$ cat src/rtl/uart_tx_arbiter.sv
// rtl/uart_tx_arbiter.sv - round-robin, packet-locking arbiter sharing one uart_tx between requesters
module uart_tx_arbiter #(
  parameter int NUM_REQ      = 4,
  parameter int DATA_WIDTH   = 8,
  parameter int HOLD_TIMEOUT = 1024,
  localparam int IDW = (NUM_REQ > 1) ? $clog2(NUM_REQ) : 1
) (
  input  logic                          clk,
  input  logic                          rst,
  input  logic [NUM_REQ-1:0]            req_valid,
  input  logic [NUM_REQ*DATA_WIDTH-1:0] req_data,
  input  logic [NUM_REQ-1:0]            req_last,
  output logic [NUM_REQ-1:0]            req_ready,
  output logic [DATA_WIDTH-1:0]         u_tx_data,
  output logic                          u_tx_valid,
  input  logic                          u_tx_ready,
  input  logic                          u_tx_done,
  output logic [IDW-1:0]                grant_id,
  output logic                          busy,
  output logic                          byte_done,
  output logic                          hold_timeout
);

  localparam int            CW         = (HOLD_TIMEOUT > 0) ? $clog2(HOLD_TIMEOUT + 1) : 1;
  localparam bit            TIMEOUT_EN = (HOLD_TIMEOUT != 0);
  localparam logic [CW-1:0] HOLD_LAST  = (HOLD_TIMEOUT > 0) ? CW'(HOLD_TIMEOUT - 1) : '1;
  localparam logic [CW-1:0] HOLD_MAX   = '1;

  typedef enum logic [1:0] {S_IDLE, S_ISSUE, S_WAIT, S_HOLD} state_e;

  state_e                  state_q, state_d;
  logic [IDW-1:0]          rr_ptr_q, rr_ptr_d;
  logic [IDW-1:0]          grant_q, grant_d;
  logic                    last_q, last_d;
  logic [DATA_WIDTH-1:0]   tx_data_q, tx_data_d;
  logic                    tx_valid_q, tx_valid_d;
  logic [NUM_REQ-1:0]      req_ready_q, req_ready_d;
  logic                    byte_done_q, byte_done_d;
  logic                    hold_timeout_q, hold_timeout_d;
  logic                    busy_q, busy_d;
  logic [CW-1:0]           hold_cnt_q, hold_cnt_d;

  logic                    pick_found;
  logic [IDW-1:0]          pick_idx;
  logic                    owner_valid;
  logic                    hold_expire;
  logic                    accept;
  logic [IDW-1:0]          acc_idx;

  function automatic logic [IDW-1:0] wrap_add(input logic [IDW-1:0] base, input int off);
    int s;
    s = int'(base) + off;
    if (s >= NUM_REQ) s -= NUM_REQ;
    return IDW'(s);
  endfunction

  // Scan downward so the lowest offset from rr_ptr is written last and wins.
  always_comb begin
    pick_found = 1'b0;
    pick_idx   = '0;
    for (int k = NUM_REQ - 1; k >= 0; k--) begin
      if (req_valid[wrap_add(rr_ptr_q, k)]) begin
        pick_found = 1'b1;
        pick_idx   = wrap_add(rr_ptr_q, k);
      end
    end
  end

  assign owner_valid = req_valid[grant_q];
  assign hold_expire = TIMEOUT_EN && (hold_cnt_q == HOLD_LAST);
  assign accept      = ((state_q == S_IDLE) && pick_found) || ((state_q == S_HOLD) && owner_valid);
  assign acc_idx     = (state_q == S_HOLD) ? grant_q : pick_idx;

  always_ff @(posedge clk or posedge rst) begin
    if (rst) begin
      state_q        <= S_IDLE;
      rr_ptr_q       <= '0;
      grant_q        <= '0;
      last_q         <= 1'b0;
      tx_data_q      <= '0;
      tx_valid_q     <= 1'b0;
      req_ready_q    <= '0;
      byte_done_q    <= 1'b0;
      hold_timeout_q <= 1'b0;
      busy_q         <= 1'b0;
      hold_cnt_q     <= '0;
    end else begin
      state_q        <= state_d;
      rr_ptr_q       <= rr_ptr_d;
      grant_q        <= grant_d;
      last_q         <= last_d;
      tx_data_q      <= tx_data_d;
      tx_valid_q     <= tx_valid_d;
      req_ready_q    <= req_ready_d;
      byte_done_q    <= byte_done_d;
      hold_timeout_q <= hold_timeout_d;
      busy_q         <= busy_d;
      hold_cnt_q     <= hold_cnt_d;
    end
  end

  always_comb begin
    state_d = state_q;
    case (state_q)
      S_IDLE:  if (pick_found) state_d = S_ISSUE;
      S_ISSUE: if (u_tx_ready) state_d = S_WAIT;
      S_WAIT:  if (u_tx_done) state_d = last_q ? S_IDLE : S_HOLD;
      S_HOLD: begin
        if (owner_valid)      state_d = S_ISSUE;
        else if (hold_expire) state_d = S_IDLE;
      end
      default: state_d = S_IDLE;
    endcase
  end

  always_comb begin
    rr_ptr_d       = rr_ptr_q;
    grant_d        = grant_q;
    last_d         = last_q;
    tx_data_d      = tx_data_q;
    tx_valid_d     = tx_valid_q;
    hold_cnt_d     = hold_cnt_q;
    req_ready_d    = '0;
    byte_done_d    = 1'b0;
    hold_timeout_d = 1'b0;
    busy_d         = (state_d != S_IDLE);
    if (accept) begin
      grant_d              = acc_idx;
      tx_data_d            = req_data[acc_idx*DATA_WIDTH +: DATA_WIDTH];
      last_d               = req_last[acc_idx];
      req_ready_d[acc_idx] = 1'b1;
      tx_valid_d           = 1'b1;
    end
    case (state_q)
      S_ISSUE: if (u_tx_ready) tx_valid_d = 1'b0;
      S_WAIT: begin
        if (u_tx_done) begin
          byte_done_d = 1'b1;
          if (last_q) rr_ptr_d = wrap_add(grant_q, 1);
          else        hold_cnt_d = '0;
        end
      end
      S_HOLD: begin
        // An owner byte arriving on the expiry edge wins over the timeout.
        if (!owner_valid) begin
          if (hold_expire) begin
            hold_timeout_d = 1'b1;
            rr_ptr_d       = wrap_add(grant_q, 1);
          end else if (hold_cnt_q != HOLD_MAX) begin
            hold_cnt_d = hold_cnt_q + 1'b1;
          end
        end
      end
      default: ;
    endcase
  end

  assign req_ready    = req_ready_q;
  assign u_tx_data    = tx_data_q;
  assign u_tx_valid   = tx_valid_q;
  assign grant_id     = grant_q;
  assign busy         = busy_q;
  assign byte_done    = byte_done_q;
  assign hold_timeout = hold_timeout_q;

endmodule

$ cat config.mk
export PLATFORM = sky130hd
export DESIGN_NAME = uart_tx_arbiter
export DESIGN_NICKNAME = d
export VERILOG_FILES = /design/src/rtl/uart_tx_arbiter.sv
export SDC_FILE = /design/constraint.sdc
export NUM_CORES = 1
export LEC_CHECK = 0
export BUFFER_PORTS_ARGS = -buffer_cell sky130_fd_sc_hd__buf_2
export CORE_MARGIN = 2
export CORE_UTILIZATION = 33
export DETAILED_ROUTE_END_ITERATION = 8
export PLACE_DENSITY = 0.54
export SLEW_MARGIN = 5
export SYNTH_ARGS = -nofsm -noshare
export SYNTH_HDL_FRONTEND = slang
export SYNTH_SLANG_ARGS = --single-unit
export TNS_END_PERCENT = 30
$ cat constraint.sdc
create_clock -name clk -period 3.6 [get_ports clk]
set_input_delay 0.72 -clock clk [delete_from_list [all_inputs] [get_ports clk]]
set_output_delay 0.72 -clock clk [all_outputs]
set_load 0.03 [all_outputs]
==> impl_metrics.ini <==
[status]
status = completed

[global_routing]
antenna_found_initial = 0
grt-busiest-layer = met2
met3_usage_pct = 4.61
use_met2_pct = 25.1
grt_max_degree = 35
grt_pass1_wl_um = 7510
first_global_vias = 1586
use_met1_pct = 19.0
overflow = 0
grt_util_all_layers_pct = 15.0

[timing]
slew_headroom_pct = 48.1
fmaxAchievable_mhz = 402
hold_violations = 0
fin_skew_ps = 5.19
setup_tns_ps = 0
finalSetupViolCount = 0
drv_slew = 0
period_minus_slack_ps = 2490
rsz0062_at_grt = no
worstMarginPinSlew_ps = 779
fin_crit_sh_pct = 69.1
timing.hold.ws_ps = 514

[yosys]
yosys.cell_types.count = 49
synth_nets = 236
synth-seq-cells = 34
syn_area_um2 = 1930
ys_seq_area_share_pct = 44.0
yosysTopAreaCellShare_pct = 44.0
synth.area.top_cells = dfrtp_1 44%, mux2i_1 6.2%, o221a_1 5.2%
yosys_warnings = 0
yosysTopAreaCell = dfrtp_1
synth.avg_cell_area_um2 = 10.1
synth_cells = 191
synth_edf_count = 0
synthArstFlopShare_pct = 100
synthFlopType = dfrtp_1

[finish]
drive_above_1_share_pct = 31.2
fin_cells = 325
syn_to_final_growth_pct = 24.7
fillCellCount = 565
nets = 297
antenna_cells = 0

[drt]
ant_nets = 0
num_vias = 1602
drt_iter0_markers = 56
drc = 0
wl_um = 4400
dr.pass1.iters = 4
wl_per_cell_um = 13.5
via_per_inst = 4.93

[clocking]
htree_levels = 2
root_buffer = clkbuf_8
post_cts.repair.setup_buffers = 0
cts_tree = built
clock_path_buffers = 2
clock_latency_ps = 280
cts.clk_slew.worst_paths_ps = 70
cts_sinks = 34
holdBufCountCts = 0
numCtsBuffers = 5
post_cts_resized = 0

[floorplan]
die_area_um2 = 6490
num_io_pins = 62
rows = 27
coreArea_um2 = 5570
initial_core_util_pct = 34.7
die_y_um = 80.5
die_x_um = 80.5

[setup_path]
cp.required_ps = 3760
ff2ff_path_depth = 6
path_max_fanout = 13
critPathKind = in2reg
r2r_slack_ps = 1120
start_kind = input pin
crit_arrival_ps = 2650
endpoint_kind = flop
worstSetupStartpoint = req_valid[2]
endpoint = u_tx_data[2]
r2r_start = state_q[0]
reg2reg_to = u_tx_data[2]

[placement]
port_buffers = 61
gp_congestion = 0.751
dp_hpwl_um = 3290
placed_cells = 317

[pwr]
power_leakage_uw = 0.00114
power_density_nw_per_um2 = 865
vdd_ir_drop_max_mv = 0.332
totalPowerFinal_uw = 2080

[flow_run]
maxCapViolCount = 0

[worst_hold_path]
hold_class = reg2reg
==> critical path: stages <==
cell and delay (ps):
buf_2 130, nor2b_1 130, a311o_1 330, a31oi_2 190, buf_4 250, nand2_1 110, or2_0 450, o221a_1 340
==> synthesized netlist by cell type, types with 5 or more instances <==
cell type / n
nor2b_1: 7
dfrtp_1: 34
o221a_1: 9
inv_1: 10
nand2_1: 16
nand2b_1: 10
nand3_1: 6
nor2_1: 11
a2bb2oi_1: 9
o21ai_0: 6
mux2i_1: 12
buf_2: 5
==> stage by stage <==
| stage | setup WS, ps | cell area, µm² | utilization, % |
|---|---|---|---|
| 4_1_cts | 1070 | 2410 | 43.2 |
| 3_3_place_gp | 847 | 2300 | 41.3 |
| 3_5_place_dp | 818 | 2300 | 41.3 |
| 6_report | 1110 | 2410 | 43.2 |
| 5_1_grt | 879 | 2410 | 43.2 |
| 2_1_floorplan | 1320 | 1930 | - |
==> sequential cells by signal, indices dropped and copies added, names as in the netlist <==
signal and count:
grant_id 2, byte_done 1, hold_cnt_q 11, rr_ptr_q 2
req_ready 4, state_q 2, busy 1, u_tx_data 8
hold_timeout 1, last_q 1, u_tx_valid 1
==> cell usage in the layout (no fill, tap or decap), types with 2 or more instances in the layout <==
cell type,netlist,layout
buf_2,5,61
dfrtp_1,34,34
nand2_1,16,16
mux2i_1,12,12
nor2_1,11,11
inv_1,10,10
nand2b_1,10,10
a2bb2oi_1,9,9
o221a_1,9,9
clkbuf_8,0,8
nor2b_1,7,7
o21ai_0,6,6
nand3_1,6,6
a21oi_1,3,3
o221ai_1,3,3
and2_1,3,3
nor3_1,3,3
nand3b_1,3,3
a31o_2,2,2
o31ai_1,2,2
o21ai_1,2,2
a311o_1,2,2
and3_1,2,2
xnor2_1,2,2
or2_1,2,2
nand4_1,2,2
buf_4,1,2
==> routing by layer <==
metal  up-vias  share of wire, %  wire, µm
li1        824                 -         -
met1       721                48      2100
met2        53                45      1970
met3         4               6.6       290
met4         0               1.0        44
met5         -                 0         0
==> worst min-delay path by stage <==
stage | to | from | depth (start not counted) | slack [ps]
floorplan | hold_cnt_q[1] | hold_cnt_q[1] | 2 | 470
global placement | u_tx_valid | u_tx_valid | 2 | 490
detailed placement | u_tx_valid | u_tx_valid | 2 | 500
CTS | hold_cnt_q[1] | hold_cnt_q[1] | 2 | 520
global route | u_tx_valid | u_tx_valid | 2 | 550
finish | hold_cnt_q[1] | hold_cnt_q[1] | 2 | 510
==> kinds of logic (layout without fill, tap and decap cells) <==
family | after synthesis | in the layout | synth area share, %
and+or+nand+nor | 74 | 74 | 21.4
DFF | 34 | 34 | 44.0
adders and majority gates | 1 | 1 | 0.647
buffers and inverters | 19 | 81 | 4.21
muxes | 14 | 14 | 7.96
xor gates and xnor gates | 3 | 3 | 1.36
AOI/OAI and AO/OA | 46 | 46 | 20.5
==> report_power, final <==
| group | internal [µW] | leakage (µW) | switching (µW) |
|---|---|---|---|
| registers | 527 | 0.000407 | 146 |
| logic | 459 | 0.000676 | 625 |
| clock network | 193 | 0.0000575 | 134 |
| total | 1180 | 0.00114 | 905 |
==> final cells by class <==
type                    count  area, µm²  share of cell area, %
inverters                  10       37.5                   1.56
well taps                  72       90.1                   3.74
clock buffers               8        110                   4.57
repair buffers             63        320                   13.3
flip-flops and latches     34        851                   35.3
multi-input cells         138       1000                   41.5
Note: power is estimated with default switching activity, not from simulation.
